<file path="src/rtl/hex_result_tx.sv">
// hex_result_tx: captures the ALU result and streams it to the UART TX as ASCII hex digits followed by CR LF
//
// Ports:
//   clk       system clock, rising edge
//   n_rst     synchronous active-low reset
//   result    32-bit product, valid while alu_done is high
//   alu_done  level from the multiplier; its rising edge starts a line
//   tx_done   one-cycle pulse from the UART TX when a byte has finished
//   tx_data   ASCII byte to send, held from tx_start until the matching tx_done
//   tx_start  one-cycle send request to the UART TX
//   fmt_busy  high while a line is being sent
//   fmt_done  one-cycle pulse once the LF has been sent
//
// Optional feature: define HEX_RESULT_TX_ZERO_SUPPRESS_EN to skip leading zero nibbles.
module hex_result_tx #(
  parameter int DIGITS     = 8,
  parameter bit UPPER_CASE = 1'b1
) (
  input  logic        clk,
  input  logic        n_rst,
  input  logic [31:0] result,
  input  logic        alu_done,
  input  logic        tx_done,
  output logic [7:0]  tx_data,
  output logic        tx_start,
  output logic        fmt_busy,
  output logic        fmt_done
);
  typedef enum logic [1:0] {IDLE, SEND, WAIT, DONE} state_t;
  localparam logic [3:0] LAST = 4'(DIGITS + 1);
  state_t      state;
  logic        alu_d;
  logic        trigger;
  logic [31:0] cap;
  logic [3:0]  idx;
  logic [3:0]  start;
  assign trigger = alu_done & ~alu_d;
  // Character at line position i: hex digits MSB first, then CR, then LF.
  function automatic logic [7:0] char_of(input logic [3:0] i, input logic [31:0] v);
    logic [3:0] n;
    n = (int'(i) < DIGITS) ? 4'(v >> (4 * (DIGITS - 1 - int'(i)))) : 4'h0;
    return int'(i) == DIGITS ? 8'h0D :
           int'(i) == DIGITS + 1 ? 8'h0A :
           n < 4'd10 ? 8'h30 + 8'(n) :
           (UPPER_CASE ? 8'h37 : 8'h57) + 8'(n);
  endfunction
`ifdef HEX_RESULT_TX_ZERO_SUPPRESS_EN
  // Most significant non-zero nibble wins; the last nibble is always emitted.
  always_comb begin
    start = 4'(DIGITS - 1);
    for (int p = 0; p < DIGITS; p++)
      if (result[4*p +: 4] != 4'h0) start = 4'(DIGITS - 1 - p);
  end
`else
  assign start = 4'h0;
`endif
  // Outputs are registered on entry to each state so tx_start appears the cycle after the deciding edge.
  always_ff @(posedge clk) begin
    if (!n_rst) begin
      state    <= IDLE;
      alu_d    <= 1'b0;
      cap      <= '0;
      idx      <= '0;
      tx_data  <= 8'h00;
      tx_start <= 1'b0;
      fmt_busy <= 1'b0;
      fmt_done <= 1'b0;
    end else begin
      alu_d <= alu_done;
      case (state)
        IDLE: if (trigger) begin
          cap      <= result;
          idx      <= start;
          tx_data  <= char_of(start, result);
          tx_start <= 1'b1;
          fmt_busy <= 1'b1;
          state    <= SEND;
        end
        SEND: begin
          tx_start <= 1'b0;
          state    <= WAIT;
        end
        WAIT: if (tx_done) begin
          if (idx == LAST) begin
            fmt_busy <= 1'b0;
            fmt_done <= 1'b1;
            state    <= DONE;
          end else begin
            idx      <= idx + 4'd1;
            tx_data  <= char_of(idx + 4'd1, cap);
            tx_start <= 1'b1;
            state    <= SEND;
          end
        end
        DONE: begin
          fmt_done <= 1'b0;
          state    <= IDLE;
        end
        default: state <= IDLE;
      endcase
    end
  end
endmodule

</file>
<file path="config.mk">
export PLATFORM = sky130hd
export DESIGN_NAME = hex_result_tx
export DESIGN_NICKNAME = d
export VERILOG_FILES = /design/src/rtl/hex_result_tx.sv
export SDC_FILE = /design/constraint.sdc
export NUM_CORES = 1
export LEC_CHECK = 0
export CAP_MARGIN = 20
export CORE_MARGIN = 5
export CORE_UTILIZATION = 44
export CTS_BUF_LIST = sky130_fd_sc_hd__clkbuf_8
export CTS_CLUSTER_DIAMETER = 120
export DETAILED_ROUTE_END_ITERATION = 7
export PLACE_DENSITY = 0.68
export SLEW_MARGIN = 20
export SYNTH_ARGS = -nofsm -noshare
export SYNTH_HDL_FRONTEND = slang
export SYNTH_SLANG_ARGS = --single-unit
</file>
<file path="constraint.sdc">
create_clock -name clk -period 6.14 [get_ports clk]
set_clock_uncertainty 0.15 [all_clocks]
set_input_delay 0.614 -clock clk [delete_from_list [all_inputs] [get_ports clk]]
set_output_delay 0.614 -clock clk [all_outputs]
set_load 0.01 [all_outputs]
</file>
* Word level (Yosys, flattened, before mapping)
Index checks and enable logic that the tools add are counted.
W data, S select, Z words.
** Operators by class
- $add $sub $neg :: 6
- Magnitude comparators :: 3
- Equal/unequal tests :: 10
- Shifts and indexed selects :: 1
- Mux-type cells :: 27
- Bitwise gates (word level) :: 2
- Reduce and logical (&&, ||, !) cells :: 10
** Operator list (count)
- $shr A32 B32 Y4 :: 1
- $add A6 B4 Y7 const A :: 4
- $mux W7 :: 4
- $mux W8 :: 3
- $mux W4 :: 4
- $pmux W8 S2 :: 1
- $eq A4 B4 Y1 const B :: 3
- $lt A4 B4 Y1 const B :: 3
- $reduce_and A4 Y1 :: 3
- $ne A2 B2 Y1 const B :: 4
- $pmux W2 S4 :: 1
- $pmux W4 S2 :: 1
- $mux W1 :: 7
- $mux W2 :: 3
- $sub A3 B4 Y5 const A :: 1
- $add A4 B1 Y4 const B :: 1
- $eq A2 B2 Y1 const B :: 2
- $pmux W1 S2 :: 2
- $reduce_and A2 Y1 :: 2
- $reduce_bool A2 Y1 :: 2
- $pmux W1 S3 :: 1
- $reduce_and A3 Y1 :: 1
- $reduce_bool A3 Y1 :: 1
- $eq A2 B1 Y1 const B :: 1
- other kinds (3) :: 3
** Word-level totals
- Flip-flop bits (word level) :: 50
- Bits of input ports :: 36
- Output and inout port bits :: 11
- Word-level logic and storage cells :: 67

* Depth between registers and ports, before layout
Gate-level depths: netlist (run 1).
- Depth after elaboration :: 11
- Gate-level depth with buffers :: 13
- Gate-level depth less buffers :: 10

* Least setup slack after synthesis (run 1)
No wires, ideal clock.
- Path kind :: reg2reg
- Start :: register idx[0]
- End :: register tx_data[1]
- Library setup time :: 0.074 ns
- Arrival time :: 2.508 ns
- Setup slack :: 3.408 ns
- Cell stages (with the launch flop) :: 12
- Path buffers :: 2
- Period minus slack after synthesis :: 2.732 ns
- Path through :: dfxtp_1 > buf_6 > inv_1 > ha_1 > buf_6 > mux4_2 > mux2_2 > and2_1 > inv_2 > ha_1 > a2111o_1 > a31oi_1
** On the way
- Longest elaborated chain between the ends :: 11
- Elaborated cells between the ends (all ways) :: 19
- Those cells by class :: add/sub (4); order compare (2); eq/ne (4); shift (1); mux (7); reduce/logical (1)
** Ends and longest elaborated chain
- start, declared :: RTL line 35 : logic [3:0] idx;
- start signal, assigned :: RTL line 73 : idx <= start;
- start signal, assigned :: RTL line 89 : idx <= idx + 4'd1;
- $add A4 B1 Y4 :: RTL line 90 : tx_data <= char_of(idx + 4'd1, cap);
- $sub A3 B4 Y5 :: RTL line 41 : n = (int'(i) < DIGITS) ? 4'(v >> (4 * (DIGITS - 1 - int'(i)))) : 4'h0;
- $shr A32 B32 Y4 :: RTL line 41
- $mux W4 :: RTL line 41
- $add A6 B4 Y7 (tied with other cells) :: RTL line 45 : (UPPER_CASE ? 8'h37 : 8'h57) + 8'(n);
- $mux W7 :: RTL line 44 : n < 4'd10 ? 8'h30 + 8'(n) :
- $mux W7 :: RTL line 43 : int'(i) == DIGITS + 1 ? 8'h0A :
- $mux W7 :: RTL line 42 : return int'(i) == DIGITS ? 8'h0D :
- $mux W8 :: RTL line 84 : if (idx == LAST) begin
- $mux W8 :: RTL line 83 : WAIT: if (tx_done) begin
- $pmux W8 S2 :: RTL line 70 : case (state)
- end signal, assigned :: RTL line 74 : tx_data <= char_of(start, result);
- end signal, assigned :: RTL line 90
- end, declared :: RTL line 24 : output logic [7:0] tx_data,
Parallel ways exist; a longest one is shown, timed or not. The select of a mux whose other input is x is not followed.
A chain may end at the register's enable or synchronous reset.

* Worst setup path in the final report (run 1)
Ends and elaborated chain as after synthesis.

==> results of run 1 <==
==> cells in the final DEF (no fill, tap or decap), types with 3 or more instances in the layout <==
cell	synthesis	routed
nand2b_1	3	3
a21boi_0	33	33
nand2_1	82	82
and2_1	4	4
dfxtp_1	49	49
nor2b_1	8	8
xnor2_1	4	4
o21ai_0	12	12
a31oi_1	3	3
mux2_2	5	5
mux4_2	3	3
a21oi_1	10	10
mux2i_1	5	5
and3_1	3	3
o31ai_1	3	3
clkdlybuf4s50_1	0	45
inv_1	4	4
ha_1	5	5
nor2_1	7	7
clkbuf_8	3	6
or3_1	4	3
a22oi_1	3	3
nand3_1	5	5
==> critical path, cell delays in order (launching register included) <==
cell      delay, ns
dfxtp_1        0.85
inv_1          0.29
ha_1           0.76
mux4_2         0.42
mux2_2         0.28
and2_1         0.17
inv_2          0.06
ha_1           0.22
a2111o_1       0.36
a31oi_1        0.15
==> path summary, 6_finish.rpt <==
check,endpoint,from
hold reg to reg,cap[0],cap[0]
setup / recovery,tx_data[1],idx[0]
hold / removal,cap[0],cap[0]
setup reg to reg,tx_data[1],idx[0]
==> routing by layer <==
layer	global-route usage [%]	routed length, µm
met1	20.17	2824
met2	26.12	2874
met3	4.424	235
met4	4.871	72
met5	0	0
==> kinds of logic (layout without fill, tap and decap cells) <==
logic type,count (synthesis),in the layout,synth area share (%)
fa+ha+maj,5,5,2.255
simple gates,129,129,21.52
compound gates,85,85,22.42
mux,16,16,8.570
other cells,1,1,0.1352
xor+xnor,7,7,3.022
flops,49,49,35.36
buf+inv,28,60,6.720
==> sequential cells by signal, indices dropped and copies added, names as in the netlist <==
register / cells
cap: 32
tx_data: 7
idx: 4
state: 2
alu_d: 1
fmt_busy: 1
fmt_done: 1
tx_start: 1
==> through the flow <==
stage | setup WS (ns) | utilization [%]
global route | 2.098 | 52.45
floorplan | 3.408 | -
global placement | 2.512 | 50.84
finish | 2.386 | 52.45
detailed placement | 2.379 | 50.84
CTS | 2.373 | 52.43
==> area by class of cell <==
class | count | area, µm²
clock buffer | 6 | 82.58
timing repair buffer | 47 | 465.4
tap | 77 | 96.34
sequential | 49 | 980.9
fill | 622 | 2968
multi-input combinational | 243 | 1613
inverter | 5 | 18.77
clock inverter | 2 | 16.27
==> power by group through the flow <==
stage | Sequential, µW | Clock, µW | Combinational (µW)
floorplan | 357 | 0 | 82.5
global placement | 360 | 0 | 130
detailed placement | 360 | 0 | 131
CTS | 353 | 211 | 131
global route | 356 | 226 | 145
finish | 353 | 208 | 131
==> results_dict.tcl, run 1 <==
set metrics [dict create \
    numCtsBuffers 5 \
    place.gp.congestion 0.8764 \
    cp_data_arrival_time_ns 3.86 \
    dp_hpwl_mm 4.279 \
    drc_errors 0 \
    clock_latency_ns 0.31 \
    yosys.area.top_type_share_pct 35.36 \
    num-nets-final 392 \
    ctsHtreeMaxLevel 2 \
    hold_buffers 0 \
    cp.required_ns 6.24 \
    ys_warn_count 0 \
    dr.pass1.iters 4 \
    synthCells 320 \
    synth-edff-count 0 \
    core_region_area_mm2 0.006241 \
    ant_nets 0 \
    max_slew_margin_pct 42.39 \
    cell_internal_pwr_uw 499.5 \
    switchingPower_uw 192.0 \
    clk_pin_slew_ns 0.10 \
    die_w_um 89.40 \
    insertedDiodeCount 0 \
    r2r_cells 9 \
    fin_crit_sh_pct 61.15 \
    syn-num-nets 361 \
    setup_tns_ns 0 \
    ys_ff_latch 49 \
    post_cts_buffers 0 \
    fin_crit_ns 3.754 \
    wl_per_cell_um 14.00 \
    postSynthAreaPerCell_um2 8.668 \
    clock_sinks 49 \
    routed_via_density 5.284 \
    start_util_pct 44.45 \
    final_cells 429 \
    yosysMostFrequentCell "nand2_1" \
    pwr-share-comb_pct 18.9 \
    synth.distinct_cells 59 \
    p_sw_share_pct 27.77 \
    rsz0062_at_grt "no" \
    grt_pass1_vias 2128 \
    cts_tree "built" \
    max_freq_mhz 266.4 \
    async_reset_ff_share_pct 0 \
    drtIter0Drc 180 \
    hp-class "reg2reg" \
    seq_power_share_pct 51.0 \
    pwr-share-clk_pct 30.1 \
    io_buffer_count 45 \
    grt_usage_pct 15.86 \
    grt_start_max_net_pins 51 \
    final_hold_viol_count 0 \
    rows 29 \
    setup_viol 0 \
    vias 2267 \
    p_leak_uw 0.001181 \
    wirelength_mm 6.007 \
    ys_seq_area_share_pct 35.36 \
    worst_pin_slew_ns 0.8424 \
    power.total_uw 691.5 \
    syn_area_mm2 0.002774 \
    grt_remaining_overflow 0 \
    drv_slew 0 \
    placed_cell_area_mm2 0.003173 \
    hold_ws_ns 0.3183 \
    power_density_mw_per_mm2 211.3 \
    design_area_mm2 0.003273 \
    pin_count 47 \
    grt_pass1_wl_mm 9.818 \
    cts_resized 0 \
    synth_flop_cell "dfxtp_1" \
    dp.cells 421 \
    path_max_fanout 20 \
    dieArea_mm2 0.007992 \
    die_y_um 89.40 \
    clk_root_buffer_cell "clkbuf_8" \
    yosys.area.top_type "dfxtp_1" \
    antenna_found_initial 0 \
    synth.area.top_cells "dfxtp_1 35%, nand2_1 11%, a21boi_0 8.9%" \
    clk_path_buf_depth 2 \
    ff2ff_setup_slack_ns 2.39 \
    min_delay_path_depth 2 \
    synthTopCellsByCount "82 x nand2_1, 49 x dfxtp_1, 33 x a21boi_0" \
    final_layout_size_suffix_gt1_share_pct 9.091 \
    critPathLaunchType "flip-flop" \
    crit_type "reg2reg" \
    syn_to_final_growth_pct 18.00 \
    status "completed" \
    endpoint_kind "flip-flop" \
    vdd_drop_max_v 0.0001378 \
    drv_cap 0 \
]
Note: power is estimated with default switching activity, not from simulation.
==> run 2: changes to the inputs <==
Clock period 6.14 ns to 3.7 ns, I/O delays scaled along.
==> run 2 against run 1 <==
  * Final cell count increased by 0.70%
  * Wire length rose by 5.3%
  * Setup slack lost 1.6 ns
  * Sequential cell count unchanged
  * Register-to-register slack lost 1.6 ns
  * Largest cell class unchanged
==> results_dict.tcl, run 2 (synthesis results as in run 1) <==
set metrics [dict create \
    status "completed" \
    dieArea_mm2 0.007992 \
    grt_pass1_vias 2248 \
    setup_tns_ns 0 \
    cts_tree "built" \
    final_layout_size_suffix_gt1_share_pct 9.296 \
    power_density_mw_per_mm2 359.6 \
    pin_count 47 \
    clock_latency_ns 0.30 \
    ant_nets 0 \
    layout_common_cells "82 x nand2_1, 49 x dfxtp_1, 45 x clkdlybuf4s50_1" \
    final_util_pct 52.99 \
    io_buffer_count 45 \
    place.gp.congestion 0.8903 \
    syn_to_final_growth_pct 19.22 \
    vdd_drop_max_v 0.0001852 \
    clk_root_buffer_cell "clkbuf_8" \
    grt_usage_pct 16.35 \
    start_util_pct 44.45 \
    fin_crit_ns 2.896 \
    worst_pin_slew_ns 0.8209 \
    clock_sinks 49 \
    drv_cap 0 \
    insertedDiodeCount 0 \
    crit_top_cell "mux2_2" \
    grt_remaining_overflow 0 \
    drv_slew 0 \
    cp.required_ns 3.69 \
    crit_chain "inv_1 -> ha_1 -> buf_4 -> mux2_2 -> mux2_2 -> o31a_1 -> nand3_2 -> xnor2_1 -> a41oi_2" \
    dp_hpwl_mm 4.669 \
    fin_crit_sh_pct 78.28 \
    num-fill-cells 615 \
    path_max_fanout 10 \
    cp_slowest_cell "ha_1" \
    die_w_um 89.40 \
    cpPeakStageDelay_ns 0.46 \
    cts_resized 0 \
    rows 29 \
    max_freq_mhz 345.3 \
    final_hold_viol_count 0 \
    regMostFlops "cap" \
    mostFrequentLayoutCell "nand2_1" \
    largest_register_ffs 32 \
    drc_errors 0 \
    hp-class "reg2reg" \
    clk_pin_slew_ns 0.10 \
    wirelength_mm 6.323 \
    setup_viol 0 \
    max_slew_margin_pct 45.10 \
    dr.pass1.iters 4 \
    die_y_um 89.40 \
    cp_data_arrival_time_ns 2.89 \
    rsz0062_at_grt "no" \
    numCtsBuffers 5 \
    wl_per_cell_um 14.64 \
    post_cts_buffers 0 \
    routed_via_density 5.361 \
    core_region_area_mm2 0.006241 \
    clk_path_buf_depth 2 \
    reg_top3 "cap: 32 flops, tx_data: 7 flops, idx: 4 flops" \
    grt_start_max_net_pins 35 \
    num-nets-final 395 \
    antenna_found_initial 0 \
    crit_type "reg2reg" \
    p_leak_uw 0.001208 \
    ff_latch_area_um2 980.9 \
    ctsHtreeMaxLevel 2 \
    endpoint_kind "flip-flop" \
    dp.cells 424 \
    multi_input_area_mm2 0.001612 \
    hold_buffers 0 \
    final_cells 432 \
    grt_pass1_wl_mm 10.36 \
    vias 2316 \
    critPathLaunchType "flip-flop" \
    drtIter0Drc 168 \
]
[run 2: layer usage]
layer | up-vias | routed length [µm] | track usage [%]
met5 | - | 0 | 0
met4 | 0 | 28 | 4.736
met3 | 4 | 213 | 2.949
met2 | 45 | 3146 | 27.26
met1 | 1089 | 2935 | 21.59
li1 | 1178 | - | -
[run 2: final timing paths]
path         slack, ns    start  cells past startpoint         end
min reg2reg       0.32  cap[18]                      2     cap[18]
max reg2reg       0.80   idx[1]                      9  tx_data[0]
max               0.80   idx[1]                      9  tx_data[0]
min               0.32  cap[18]                      2     cap[18]
[run 2: critical path, delay by kind of cell (launching register included)]
| family | cells | cell delay (ns) |
|---|---|---|
| xor+xnor | 1 | 0.16 |
| flops | 1 | 0.45 |
| compound gates | 2 | 0.42 |
| simple gates | 1 | 0.10 |
| mux | 2 | 0.64 |
| buf+inv | 2 | 0.35 |
| fa+ha+maj | 1 | 0.46 |
[run 2: area by class of cell]
| type | instances | area share, % |
|---|---|---|
| Clock inverter | 3 | 1.286 |
| Inverter | 5 | 0.5675 |
| Sequential cell | 49 | 29.66 |
| Clock buffer | 5 | 2.081 |
| Multi-Input combinational cell | 243 | 48.73 |
| Tap cell | 77 | 2.913 |
| Timing Repair Buffer | 50 | 14.76 |
[run 2: stage by stage]
step / total power [µW] / setup slack (ns) / hold slack (ns) / cell area [µm²]
after floorplan: 728.8 / 0.9678 / 0.2886 / 2774
after global placement: 817.4 / 0.8754 / 0.2967 / 3196
after detailed placement: 821.2 / 0.8144 / 0.3032 / 3196
after CTS: 1201 / 0.7946 / 0.3218 / 3307
after global routing: 1248 / 0.6329 / 0.3410 / 3307
final: 1189 / 0.8037 / 0.3174 / 3307
[run 2: where the power goes]
group	switching [µW]	total, µW	internal (µW)
Combinational	108	223	114
Clock	182	382	200
Sequential	22.5	584	562
Total	312	1190	877
